===== config.mk =====
export PLATFORM = sky130hd
export DESIGN_NAME = dict_loader
export DESIGN_NICKNAME = d
export VERILOG_FILES = /design/src/rtl/dict_loader_pkg.sv /design/src/rtl/dict_loader.sv
export SDC_FILE = /design/constraint.sdc
export NUM_CORES = 1
export LEC_CHECK = 0
export BUFFER_PORTS_ARGS = -buffer_cell sky130_fd_sc_hd__buf_2
export CORE_MARGIN = 2
export CORE_UTILIZATION = 60
export DETAILED_ROUTE_END_ITERATION = 12
export HOLD_SLACK_MARGIN = 0.02
export PLACE_DENSITY = 0.95
export SYNTH_ARGS = -nofsm -noshare
export SYNTH_HDL_FRONTEND = slang
export SYNTH_SLANG_ARGS = --single-unit

===== constraint.sdc =====
create_clock -name clk -period 8 [get_ports clk]
set_input_delay 0.4 -clock clk [delete_from_list [all_inputs] [get_ports clk]]
set_output_delay 0.4 -clock clk [all_outputs]
set_load 0.02 [all_outputs]

===== src/rtl/dict_loader_pkg.sv =====
// dict_loader_pkg: loader states, header field layout and default image base.
// CHK exists only when DICT_LOADER_CHECKSUM_EN is defined.
package dict_loader_pkg;
  localparam int CNT_W = 10;
  localparam int CNT1_OFF = 0;
  localparam int CNT2_OFF = 10;
  localparam int CNT3_OFF = 20;
  localparam logic [31:0] IMAGE_BASE_DEFAULT = 32'h0000_F000;
  typedef enum logic [2:0] {
    IDLE,
    HDR,
    LOAD1,
    LOAD2,
    LOAD3,
`ifdef DICT_LOADER_CHECKSUM_EN
    CHK,
`endif
    FIN
  } state_e;
endpackage


===== src/rtl/dict_loader.sv =====
// dict_loader: boot-time loader that fills dict1/2/3 from a memory image at IMAGE_BASE.
// Define DICT_LOADER_CHECKSUM_EN to read and verify a trailing XOR checksum word.
module dict_loader
  import dict_loader_pkg::*;
#(
  parameter int FIELD1_KEY_WIDTH = 3,
  parameter int FIELD2_KEY_WIDTH = 5,
  parameter int FIELD3_KEY_WIDTH = 8,
  parameter int FIELD1_VAL_WIDTH = 7,
  parameter int FIELD2_VAL_WIDTH = 10,
  parameter int FIELD3_VAL_WIDTH = 15,
  parameter logic [31:0] IMAGE_BASE = IMAGE_BASE_DEFAULT
) (
  input  logic                        clk,
  input  logic                        resetn,
  input  logic                        start,
  output logic                        busy,
  output logic                        done,
  output logic                        error,
  output logic                        mem_req_valid,
  input  logic                        mem_req_ready,
  output logic [31:0]                 mem_req_addr,
  input  logic [31:0]                 mem_req_rdata,
  output logic                        dict1_write_enable,
  output logic                        dict2_write_enable,
  output logic                        dict3_write_enable,
  output logic [FIELD1_VAL_WIDTH-1:0] dict1_write_val,
  output logic [FIELD2_VAL_WIDTH-1:0] dict2_write_val,
  output logic [FIELD3_VAL_WIDTH-1:0] dict3_write_val
);
  state_e state_q, state_d, after_hdr, after_l1, after_l2, after_l3;
  logic [CNT_W-1:0] cnt_q, cnt_d, c1, c2, c3;
  logic [3*CNT_W-1:0] hdr_q, hdr_w;
  logic [31:0] addr_q, cap_q;
  logic valid_q, error_q, error_d, acc, ovf;
  logic [2:0] we_q;
  logic unused_cap;
  assign acc = valid_q & mem_req_ready;
  // counts come straight from the bus while the header is being accepted
  assign hdr_w = state_q == HDR ? mem_req_rdata[3*CNT_W-1:0] : hdr_q;
  assign c1 = hdr_w[CNT1_OFF +: CNT_W];
  assign c2 = hdr_w[CNT2_OFF +: CNT_W];
  assign c3 = hdr_w[CNT3_OFF +: CNT_W];
  assign ovf = 32'(c1) > (32'd1 << FIELD1_KEY_WIDTH) ||
               32'(c2) > (32'd1 << FIELD2_KEY_WIDTH) ||
               32'(c3) > (32'd1 << FIELD3_KEY_WIDTH);
`ifdef DICT_LOADER_CHECKSUM_EN
  logic [31:0] sum_q;
  assign after_l3 = CHK;
`else
  assign after_l3 = FIN;
`endif
  assign after_l2 = c3 != '0 ? LOAD3 : after_l3;
  assign after_l1 = c2 != '0 ? LOAD2 : after_l2;
  assign after_hdr = c1 != '0 ? LOAD1 : after_l1;
  always_comb begin
    state_d = state_q;
    error_d = error_q;
    case (state_q)
      IDLE: if (start) begin
        state_d = HDR;
        error_d = 1'b0;
      end
      HDR: if (acc) begin
        state_d = ovf ? FIN : after_hdr;
        error_d = ovf;
      end
      LOAD1: if (acc && cnt_q == CNT_W'(1)) state_d = after_l1;
      LOAD2: if (acc && cnt_q == CNT_W'(1)) state_d = after_l2;
      LOAD3: if (acc && cnt_q == CNT_W'(1)) state_d = after_l3;
`ifdef DICT_LOADER_CHECKSUM_EN
      CHK: if (acc) begin
        state_d = FIN;
        error_d = mem_req_rdata != sum_q;
      end
`endif
      default: state_d = IDLE;
    endcase
    cnt_d = state_d != state_q ? (state_d == LOAD1 ? c1 : state_d == LOAD2 ? c2 : c3)
                               : cnt_q - CNT_W'(acc);
  end
  always_ff @(posedge clk or negedge resetn)
    if (!resetn) begin
      state_q <= IDLE;
      cnt_q <= '0;
      hdr_q <= '0;
      addr_q <= '0;
      cap_q <= '0;
      valid_q <= 1'b0;
      error_q <= 1'b0;
      we_q <= '0;
    end else begin
      state_q <= state_d;
      cnt_q <= cnt_d;
      error_q <= error_d;
      valid_q <= busy && !acc;
      we_q <= {acc && state_q == LOAD3, acc && state_q == LOAD2, acc && state_q == LOAD1};
      if (state_q == IDLE && start) addr_q <= IMAGE_BASE;
      else if (acc) addr_q <= addr_q + 32'd4;
      if (acc) cap_q <= mem_req_rdata;
      if (acc && state_q == HDR) hdr_q <= mem_req_rdata[3*CNT_W-1:0];
    end
`ifdef DICT_LOADER_CHECKSUM_EN
  always_ff @(posedge clk or negedge resetn)
    if (!resetn) sum_q <= '0;
    else if (state_q == IDLE) sum_q <= '0;
    else if (acc && state_q inside {LOAD1, LOAD2, LOAD3}) sum_q <= sum_q ^ mem_req_rdata;
`endif
  assign busy = state_q != IDLE && state_q != FIN;
  assign done = state_q == FIN;
  assign error = error_q;
  assign mem_req_valid = valid_q;
  assign mem_req_addr = addr_q;
  assign {dict3_write_enable, dict2_write_enable, dict1_write_enable} = we_q;
  assign dict1_write_val = cap_q[FIELD1_VAL_WIDTH-1:0];
  assign dict2_write_val = cap_q[FIELD2_VAL_WIDTH-1:0];
  assign dict3_write_val = cap_q[FIELD3_VAL_WIDTH-1:0];
  assign unused_cap = ^cap_q;
endmodule


* Word-level counts from Yosys, hierarchy flattened
Cells that the tools add are included.
** Storage, ports and cells
- Flip-flop bits (word level) :: 95
- Input port bits :: 36
- Output and inout bits :: 71
- Logic and storage cells :: 64
** Operators by class
- $add $sub $neg :: 2
- $lt $le $gt $ge :: 3
- Eq/ne operators :: 12
- Muxes and demuxes :: 19
- Bitwise logic cells :: 1
- Reductions and logical operators :: 19
** Operators with widths (number)
- two-way mux 32 bit :: 2
- adder 32 x 3 -> 32 bit (second input constant) :: 1
- two-way mux 10 bit :: 3
- two-way mux 30 bit :: 1
- nonzero test 10 bit :: 3
- two-way mux 3 bit :: 8
- case mux 3 bit (5 select lines) :: 1
- == test 3 x 2 -> 1 bit (second input constant) :: 4
- == test 10 x 1 -> 1 bit (second input constant) :: 1
- > comparator 10 x 4 -> 1 bit (second input constant) :: 1
- > comparator 10 x 6 -> 1 bit (second input constant) :: 1
- > comparator 10 x 9 -> 1 bit (second input constant) :: 1
- subtractor 10 x 1 -> 10 bit :: 1
- logical AND 1 bit :: 8
- == test 3 bit (second input constant) :: 2
- inequality test 2 bit (second input constant) :: 2
- nonzero test 2 bit :: 2
- == test 3 x 1 -> 1 bit (second input constant) :: 1
- zero test 3 bit :: 1
- two-way mux 1 bit :: 3
- inequality test 3 bit :: 1
- inequality test 3 bit (second input constant) :: 1
- AND reduction 3 bit :: 1
- nonzero test 3 bit :: 1
- other kinds (4) :: 5

* Longest topological paths before layout
Gate-level depths: netlist of the first run.
- Depth in word-level cells :: 13
- Mapped depth :: 12
- Mapped depth without buffers :: 10

* Worst setup path after synthesis of the first run
No wires, ideal clock.
- Path kind :: register -> register
- Start :: reg state_q[1]
- End :: reg cnt_q[2]
- Setup time :: 77 ps
- Arrival time :: 2542 ps
- Data required time :: 7923 ps
- Setup slack :: 5380 ps
- Cell stages (with the launch flop) :: 11
- Path buffers :: 2
- Period minus slack after synthesis :: 2620 ps
- Path through :: dfrtp_1 buf_6 or3b_1 buf_2 a211o_1 o22a_1 nor3_1 o21ai_1 nor2_1 mux2_2 a21oi_1
** On the way
- Cells in the longest elaborated chain, start to end :: 13
- Elaborated cells on any way between the ends :: 30
- Classes of those cells :: order compare (3); eq/ne (7); mux (14); reduce/logical (6)
** RTL lines
- from (decl) :: line dict_loader.sv:31 : state_e state_q, state_d, after_hdr, after_l1, after_l2, after_l3;
- from (signal assigned) :: line dict_loader.sv:93 : state_q <= state_d;
- parallel branches: the longest is 12 deep, another holds > comparator 10 x 4 -> 1 bit
- two-way mux 10 bit * :: line dict_loader.sv:79 : cnt_d = state_d != state_q ? (state_d == LOAD1 ? c1 : state_d == LOAD2 ? c2 : c3)
- named net cnt_d[2] :: line dict_loader.sv:32 : logic [CNT_W-1:0] cnt_q, cnt_d, c1, c2, c3;
- to (signal assigned) :: line dict_loader.sv:94 : cnt_q <= cnt_d;
- to (decl) :: line dict_loader.sv:32
Mark *: on every way through the listed nets, which the timed path passes.
A chain may end at the register's enable or synchronous reset.

* Final worst setup path of the first run
- Start :: reg valid_q, in the netlist mem_req_valid
- End :: reg cnt_q[1]
** On the way
- Cells in the longest elaborated chain, start to end :: 8
- Elaborated cells on any way between the ends :: 14
- Classes of those cells :: add/sub (1); eq/ne (3); mux (8); bitwise (1); reduce/logical (1)
** RTL lines
- from (decl) :: line dict_loader.sv:35 : logic valid_q, error_q, error_d, acc, ovf;
- from (signal assigned) :: line dict_loader.sv:96 : valid_q <= busy && !acc;
- AND 1 bit * :: line dict_loader.sv:38 : assign acc = valid_q & mem_req_ready;
- logical AND 1 bit :: line dict_loader.sv:68, dict_loader.sv:69, dict_loader.sv:70
- two-way mux 3 bit (on tied branches) :: line dict_loader.sv:70, dict_loader.sv:68, dict_loader.sv:69
- case mux 3 bit (5 select lines) :: line dict_loader.sv:59 : case (state_q)
- == test 3 x 2 -> 1 bit :: line dict_loader.sv:79
- two-way mux 10 bit (2 in a row) :: line dict_loader.sv:79
- two-way mux 10 bit * :: line dict_loader.sv:79
- named net cnt_d[1] :: line dict_loader.sv:32
The timed path passes the listed nets; every way through them passes the cells marked *.

==> results.cfg, run 1 <==
[outcome]
status = completed

[routing]
vias_per_cell = 5.89
postRouteWirelength_mm = 13.0
drc_errors = 0
drt-pass1-iter-count = 6
vias = 4739
ant_nets = 0
drt_iter0_drc = 388
avgRoutedWirePerCell_um = 16.2

[synthesis]
netlist_instances = 621
synth_seq_area_share_pct = 45.2
synth_async_sr_flop_share_pct = 100
synth_cell_type_count = 56
synth_top_flop_cell = dfrtp_1
ys_warn_count = 0
syn_area_um2 = 5150
avgSynthCellArea_um2 = 8.29
ys_seq_elements = 93
synth_edf_count = 0

[cells_and_area]
diodes = 0
final_cell_mix = 205 x nand2_1, 101 x buf_2, 93 x dfrtp_1
layout.nets = 733
final_cell_area_um2 = 5770
areaGrowthSynthToFinish_pct = 12.0
drive_above_1_share_pct = 19.0
layout_commonest_cell = nand2_1

[setup_path]
rr_worst_depth = 9
crit_arrival_ns = 4.08
start_kind = flop
worstSetupPathType = flop to flop
endpoint_kind = flop
crit_required_ns = 8.25
cp_max_fo = 26

[clock_network]
clockRootBuffer = clkbuf_8
clock_sinks = 93
clk_pin_slew_ns = 0.10
clock_latency_ns = 0.38
clock_path_buffers = 2
htree_levels = 3
cts_buffers = 9
cts_tree = done

[power]
switchingPower_mw = 0.937
p_comb_share_pct = 46.0
seqPwrFrac_pct = 38.3
vdd_drop_max_mv = 0.239
powerDensity_nw_per_um2 = 346
p_leak_nw = 2.98
clkPwrFrac_pct = 15.7
swShare_pct = 47.0
internal_power_mw = 1.06

[grt]
overflow = 0
antenna_found_initial = 0
grt_pass1_wl_mm = 21.8
grt_max_degree = 54
grtUsageTotal_pct = 28.2
grt_pass1_vias = 4648

[hold_path]
min_path_cells = 3
worstHoldPathType = input pin to flop

[die]
die_h_um = 96.7
ios = 107
core_um2 = 8260
initial_utilization_pct = 62.4
die-area_um2 = 9340
rows = 33
die_x_um = 96.7

[place]
place.gp.congestion = 0.971
placed_area_um2 = 5570
port_buffers = 102
dp_hpwl_mm = 9.38

[sta]
drv_slew = 0
rsz0062_at_grt = no
max_clock_freq_mhz = 261
min_period_over_period_pct = 47.9
slew_headroom_pct = 29.2
finalCriticalPeriod_ns = 3.83
finClkSkew_ns = 0.0149
worstMarginPinSlew_ns = 1.06
setup_tns_ns = 0
setup_viol = 0
finalHoldViolCount = 0

[run]
drv_cap = 0
[cell families after synthesis]
| kind of cell | count (synthesis) | synth area share, % |
|---|---|---|
| adders and majority gates | 3 | 0.729 |
| DFF | 93 | 45.2 |
| other | 1 | 0.0728 |
| and+or+nand+nor | 366 | 32.7 |
| muxes | 10 | 1.97 |
| buffers and inverters | 56 | 5.98 |
| xor gates and xnor gates | 34 | 5.78 |
| AOI/OAI and AO/OA | 58 | 7.63 |
[layout make-up]
type | instances | area, um2
multi-input cells | 473 | 2530
fillers | 669 | 2490
flip-flops and latches | 93 | 2330
repair buffers | 107 | 553
well taps | 105 | 131
clock buffers | 9 | 124
clock inverters | 7 | 68.8
inverters | 10 | 37.5
[synthesized netlist by cell type (all sizes together) (9+ instances only)]
master  number  area [um2]
xnor2       11        96.3
mux2i        9        90.1
and3        10        62.6
nand4       11        68.8
nor3        19         100
o21ai       17        85.1
buf         26         195
inv         10        37.5
nand3       28         140
xor2        23         201
nand2      205         769
nor2        42         158
nor4        14         100
clkbuf      20        75.1
dfrtp       93        2330
[metrics by stage]
| stage | power, mW | std cells | setup WS (ns) | hold WS (ns) | utilization (%) |
|---|---|---|---|---|---|
| 2_1_floorplan | 1.46 | 622 | 5.38 | 0.104 | - |
| 5_1_grt | 2.13 | 804 | 3.86 | 0.226 | 69.9 |
| 3_3_place_gp | 1.63 | 787 | 4.25 | 0.408 | 67.4 |
| 3_5_place_dp | 1.67 | 787 | 4.11 | 0.411 | 67.4 |
| 4_1_cts | 1.98 | 804 | 4.22 | 0.216 | 69.9 |
| 6_report | 1.99 | 804 | 4.17 | 0.225 | 69.9 |
[flip-flops by register name, summed over array words and instances (netlist names)]
name           count
hdr_q             30
mem_req_addr      30
cap_q             15
cnt_q             10
state_q            3
we_q               3
error              1
mem_req_valid      1
[metal layers]
metal | up-vias | part of all wire, % | GRT usage [%]
met4 | 0 | 2.5 | 11.1
li1 | 2218 | - | -
met5 | - | 0 | 0
met3 | 36 | 7.2 | 5.85
met2 | 220 | 49 | 47.3
met1 | 2265 | 41 | 36.0
[worst paths after layout]
| kind | end | start | slack (ns) |
|---|---|---|---|
| min in group asynchronous | mem_req_addr[10] | resetn | 0.53 |
| min reg2reg | cap_q[10] | cap_q[10] | 0.49 |
| max reg2reg | cnt_q[1] | mem_req_valid | 4.17 |
| max in group asynchronous | hdr_q[8] | resetn | 6.40 |
| min | hdr_q[17] | mem_req_rdata[17] | 0.22 |
| max | cnt_q[1] | mem_req_valid | 4.17 |
[power groups by stage]
stage                     registers [mW]  clock network, mW  logic, mW
after floorplan                    0.788                  0      0.669
after global placement             0.757                  0      0.872
after detailed placement           0.766                  0      0.903
after CTS                          0.759              0.316      0.908
after global routing               0.782              0.335       1.01
final                              0.764              0.313      0.916
[what timing repair did]
item	CTS	global route
gates resized for setup	0	0
hold buffers	1	0
hold endpoints to repair	40	0
buffers inserted	0	0
[worst max-delay path, cell delays in order (launching register included)]
cell     delay, ns
dfrtp_1       0.37
nand2_1       0.56
inv_1         0.90
and4_1        0.39
nand2_1       0.07
a211o_1       0.34
o21ai_1       0.36
nor3_1        0.14
nor4_1        0.42
o22ai_1       0.15
(Power assumes the default switching activity.)
==> inputs of run 2 (changes only) <==
--- a/config.mk
+++ b/config.mk
@@ -5,12 +5,13 @@
 export SDC_FILE = /design/constraint.sdc
 export NUM_CORES = 1
 export LEC_CHECK = 0
+export ABC_AREA = 1
 export BUFFER_PORTS_ARGS = -buffer_cell sky130_fd_sc_hd__buf_2
 export CORE_MARGIN = 2
-export CORE_UTILIZATION = 60
+export CORE_UTILIZATION = 56
 export DETAILED_ROUTE_END_ITERATION = 12
 export HOLD_SLACK_MARGIN = 0.02
-export PLACE_DENSITY = 0.95
+export PLACE_DENSITY = 0.92
 export SYNTH_ARGS = -nofsm -noshare
 export SYNTH_HDL_FRONTEND = slang
 export SYNTH_SLANG_ARGS = --single-unit
==> constraint.sdc (replaced) <==
create_clock -name clk -period 3.9 [get_ports clk]
set_input_delay 0.195 -clock clk [delete_from_list [all_inputs] [get_ports clk]]
set_output_delay 0.195 -clock clk [all_outputs]
set_load 0.02 [all_outputs]
==> run 2 against run 1 <==
Compared with the run above:
- setup slack lost 3.6 ns
- first-iteration DRC count decreased by 15%
- total power up 120%
- fmax increased by 15%
- non-clock buffer count stayed put
- sequential share of layout area down 2.0 points
- global-route usage decreased by 2.5 points
- core utilization down 6.9 points
- critical path type unchanged
- largest cell class unchanged
==> results.cfg, run 2 <==
[outcome]
status = completed

[grt]
grt_pass1_vias = 4749
antenna_found_initial = 0
grt_max_degree = 61
grt_pass1_wl_mm = 21.2
overflow = 0
grtUsageTotal_pct = 25.7

[place]
placedCellCount = 951
place.gp.congestion = 0.890
port_buffers = 102
dp_hpwl_mm = 9.25

[sta]
finalCriticalPeriod_ns = 3.32
rsz0062_at_grt = no
finalHoldViolCount = 0
finClkSkew_ns = 0.0125
setup_tns_ns = 0
min_period_over_period_pct = 85.1
setup_viol = 0
max_clock_freq_mhz = 301
worstMarginPinSlew_ns = 0.758
slew_headroom_pct = 49.4
drv_slew = 0

[die]
rows = 36
die-area_um2 = 10600
die_x_um = 103
initial_utilization_pct = 56.7
ios = 107
die_h_um = 103
core_um2 = 9640

[hold_path]
hold_end = hdr_q[0]
worstHoldPathType = input pin to flop
min_path_cells = 3
hold_start = mem_req_rdata[0]

[setup_path]
worst_r2r_endpoint = cnt_q[7]
cp_max_fo = 46
start_kind = flop
crit_required_ns = 4.16
reg2reg_from = state_q[2]
crit_arrival_ns = 3.58
critPathLaunch = state_q[2]
rr_worst_depth = 14
rrSetupSlack_ns = 0.58
worstSetupPathType = flop to flop
endpoint_kind = flop

[synthesis]
avgSynthCellArea_um2 = 7.25
synth_cell_type_count = 42
synth_common_cells = 231 x nand2_1, 100 x inv_1, 93 x dfrtp_1
ys_seq_elements = 93
synth_async_sr_flop_share_pct = 100
netlist_instances = 755
ys_warn_count = 0
synth_top_flop_cell = dfrtp_1
synth_seq_area_share_pct = 42.5
synth.most_common_cell = nand2_1
yosys.area.top_type = dfrtp_1
synth.area.top_cells = dfrtp_1 43%, nand2_1 16%, inv_1 6.9%
syn_area_um2 = 5470
yosysTopAreaCellShare_pct = 42.5
synth_edf_count = 0

[clock_network]
cts_hold_buf = 1
clock_sinks = 93
cts_setup_buffers = 0
clk_pin_slew_ns = 0.10
htree_levels = 3
clockRootBuffer = clkbuf_8
clock_latency_ns = 0.38
cts_resized = 0
cts_buffers = 9
clock_path_buffers = 2
cts_tree = done

[routing]
drc_errors = 0
vias_per_cell = 5.29
vias = 5122
drt_iter0_drc = 330
postRouteWirelength_mm = 12.8
avgRoutedWirePerCell_um = 13.2
ant_nets = 0
drt-pass1-iter-count = 5

[cells_and_area]
drive_above_1_share_pct = 18.4
regArea_um2 = 2330
fillers = 873
multi_input_area_um2 = 2450
layout_commonest_cell = nand2_1
areaGrowthSynthToFinish_pct = 10.9
layout.nets = 869
final_cell_mix = 231 x nand2_1, 101 x buf_2, 100 x inv_1
instances_no_fill = 968
diodes = 0

[run]
drv_cap = 0

[power]
p_leak_nw = 3.28
vdd_drop_max_mv = 0.429
powerDensity_nw_per_um2 = 726
run 2: layer usage:
layer	wire, um	vias to the layer above	share of wire (%)	global-route usage [%]
li1	-	2515	-	-
met1	5280	2362	41	31.9
met2	6250	217	49	44.1
met3	978	28	7.6	5.49
met4	320	0	2.5	9.92
met5	0	-	0	0
run 2: metrics by stage:
step / cell area, um2 / setup slack (ns) / hold WS [ns] / total power, mW / utilization, %
floorplan: 5470 / 1.59 / -0.101 / 3.37 / -
detailed placement: 5880 / 0.723 / 0.313 / 3.78 / 61.0
global route: 6070 / 0.322 / 0.0233 / 4.78 / 62.9
CTS: 6070 / 0.674 / 0.0343 / 4.39 / 62.9
global placement: 5880 / 0.807 / 0.311 / 3.71 / 61.0
finish: 6070 / 0.579 / 0.0383 / 4.41 / 62.9
run 2: report_power, final:
part           switching (mW)  leakage [nW]  internal, mW
combinational            1.59          2.02         0.745
clock                   0.358        0.0833         0.236
sequential              0.191          1.18          1.29
run 2: logic make-up (layout without fill, tap and decap cells):
family	count (synthesis)	after routing	synth area share, %
xor gates and xnor gates	8	8	1.28
AOI/OAI and AO/OA	106	106	10.3
DFF	93	93	42.5
other	1	2	0.0686
buffers and inverters	149	228	12.8
adders and majority gates	3	3	0.686
and+or+nand+nor	395	395	32.3
run 2: worst max-delay path by stage:
| stage | to |
|---|---|
| 2_1_floorplan | mem_req_addr[28] |
| 3_3_place_gp | cnt_q[7] |
| 3_5_place_dp | cnt_q[7] |
| 4_1_cts | cnt_q[7] |
| 5_1_grt | cnt_q[5] |
| 6_report | cnt_q[7] |
run 2: critical path, stage by stage, from the launching register on:
cell	delay [ns]
dfrtp_1	0.42
inv_2	0.25
nand3_4	0.46
o21ai_1	0.48
nand2_1	0.09
nor2_1	0.09
nand3_1	0.10
nor2_1	0.10
nor2_1	0.07
nand3_2	0.12
inv_1	0.07
o21ai_2	0.40
nand3_2	0.30
nand3_1	0.18
nand2_1	0.06
run 2: final cells by class:
type | count | area share [%]
clock buffer | 10 | 2.10
clock inverter | 6 | 0.763
inverter | 105 | 6.54
multi-input combinational | 514 | 40.4
sequential | 93 | 38.4
tap | 133 | 2.74
timing repair buffer | 107 | 9.12
==> inputs of run 3 (changes only) <==
--- a/config.mk
+++ b/config.mk
@@ -7,11 +7,13 @@
 export LEC_CHECK = 0
 export ABC_AREA = 1
 export BUFFER_PORTS_ARGS = -buffer_cell sky130_fd_sc_hd__buf_2
+export CELL_PAD_IN_SITES_DETAIL_PLACEMENT = 1
+export CELL_PAD_IN_SITES_GLOBAL_PLACEMENT = 1
 export CORE_MARGIN = 2
-export CORE_UTILIZATION = 56
+export CORE_UTILIZATION = 40
 export DETAILED_ROUTE_END_ITERATION = 12
 export HOLD_SLACK_MARGIN = 0.02
-export PLACE_DENSITY = 0.92
+export PLACE_DENSITY = 0.91
 export SYNTH_ARGS = -nofsm -noshare
 export SYNTH_HDL_FRONTEND = slang
 export SYNTH_SLANG_ARGS = --single-unit
==> run 3 against run 2 <==
Compared with the run above:
- critical path depth rose by 3
- clock skew fell by 0.0088 ns
- largest power group unchanged
- clock-buffer cell count rose by 1
- clock power rose by 31%
- register-to-register slack improved by 0.08 ns
- total power rose by 6.0%
- first-iteration DRC count fell by 4.2%
- core utilization fell by 16 points
- the run now ends with negative hold slack left
==> results.cfg, run 3 (synthesis gave the netlist of run 2 again) <==
[outcome]
status = complete, but fails checks
violations = negative hold slack

[place]
place.gp.congestion = 0.827
placedCellCount = 996
port_buffers = 102
dp_hpwl_mm = 11.2
dp_slack_ns = 0.660
placed_area_um2 = 5950

[clock_network]
cts_resized = 0
cts_buffers = 9
cts_hold_buf = 0
clock_sinks = 93
clockRootBuffer = clkbuf_16
htree_levels = 3
clk_pin_slew_ns = 0.06
cts_setup_buffers = 0
clock_latency_ns = 0.35
cts_tree = done
clock_path_buffers = 2

[hold_path]
worstHoldPathType = input pin to async pin

[cells_and_area]
areaGrowthSynthToFinish_pct = 13.3
diodes = 0
layout_commonest_cell = nand2_1
drive_above_1_share_pct = 18.3
instances_no_fill = 1010
layout.nets = 870
regArea_um2 = 2330
final_cell_mix = 231 x nand2_1, 101 x buf_2, 100 x inv_1
final_cell_area_um2 = 6200
fillers = 1757
fin_util_pct = 46.6
multi_input_area_um2 = 2450

[routing]
postRouteWirelength_mm = 15.4
drc_errors = 0
avgRoutedWirePerCell_um = 15.2
drt_iter0_drc = 316
drt-pass1-iter-count = 4
vias = 5115
vias_per_cell = 5.06
ant_nets = 0

[power]
vdd_drop_max_mv = 0.382
p_leak_nw = 3.32
powerDensity_nw_per_um2 = 753

[setup_path]
start_kind = flop
rr_worst_depth = 17
reg2reg_from = state_q[1]
worst_r2r_endpoint = cnt_q[7]
crit_required_ns = 4.14
worstSetupPathType = flop to flop
endpoint_kind = flop
crit_arrival_ns = 3.48
rrSetupSlack_ns = 0.66
cp_max_fo = 46

[die]
core_um2 = 13300
ios = 107
initial_utilization_pct = 41.1
rows = 42
die-area_um2 = 14600
die_h_um = 121
die_x_um = 121

[grt]
grt_pass1_vias = 5255
grt_pass1_wl_mm = 26.0
antenna_found_initial = 1
grtUsageTotal_pct = 22.4
grt_max_degree = 73
overflow = 0

[sta]
setup_viol = 0
drv_slew = 0
slew_headroom_pct = 37.4
finalCriticalPeriod_ns = 3.24
finalHoldViolCount = 20
timing.hold.ws_ns = -0.00637
max_clock_freq_mhz = 309
setup_tns_ns = 0
worstMarginPinSlew_ns = 0.940
rsz0062_at_grt = no
min_period_over_period_pct = 83.1
finClkSkew_ns = 0.00370
layout_setup_ws_ns = 0.660

[run]
drv_cap = 0
run 3: cell types whose count changed in the layout (fill, tap and decap cells not counted):
cell / previous run / this run
buf_4: 5 / 7
clkinv_2: 1 / 3
clkinv_4: 1 / 0
clkinvlp_4: 2 / 0
clkbuf_8: 9 / 0
clkbuf_16: 0 / 9
dlygate4sd3_1: 1 / 0
inv_6: 2 / 0
clkbuf_1: 1 / 2
run 3: worst max path at each step:
stage,start,slack (ns),endpoint
6_report,state_q[1],0.66,cnt_q[7]
5_1_grt,state_q[1],0.22,cnt_q[7]
4_1_cts,state_q[1],0.65,cnt_q[7]
3_5_place_dp,state_q[1],0.66,cnt_q[7]
3_3_place_gp,state_q[1],0.73,cnt_q[7]
2_1_floorplan,mem_req_addr[3],1.59,mem_req_addr[28]
run 3: report_power, final:
group	internal, mW	switching [mW]	total, mW	leakage (nW)
combinational	0.753	1.65	2.40	2.02
clock	0.422	0.358	0.780	0.125
sequential	1.29	0.201	1.49	1.18
total	2.46	2.20	4.67	3.32
run 3: area by class of cell:
class | count | share of cell area, %
inverter | 105 | 6.40
multi-input combinational | 514 | 39.5
clock buffer | 11 | 3.75
tap | 176 | 3.55
sequential | 93 | 37.5
clock inverter | 3 | 0.242
timing repair buffer | 108 | 9.00
run 3: per-stage QoR:
stage	hold slack, ns	total power [mW]
after floorplan	-0.101	3.37
after global placement	0.400	3.79
after detailed placement	0.407	3.89
after CTS	0.0309	4.71
after global routing	0.0725	5.08
final	-0.00637	4.67
run 3: worst max-delay path, cell delays in order, from the launching register on:
cell and delay [ns]:
dfrtp_1 0.65, inv_2 0.12, nand3_4 0.43, nand2_1 0.18, nand2_1 0.11, nand2_1 0.05
nor2_1 0.09, nand2_1 0.12, nand2_1 0.08, nand2_1 0.08, nor2_2 0.15, nand2_1 0.07
nand2_1 0.08, nand3_1 0.07, nand2_1 0.33, nand3_2 0.28, nand3_1 0.17, nand2_1 0.06
run 3: metal layers:
layer | wire length [um] | global-route usage, % | vias up | part of all wire (%)
met2 | 7830 | 39.4 | 90 | 51
li1 | - | - | 2509 | -
met3 | 569 | 5.12 | 11 | 3.7
met4 | 124 | 4.43 | 2 | 0.81
met1 | 6830 | 28.2 | 2503 | 44
met5 | 10 | 0 | - | 0.065
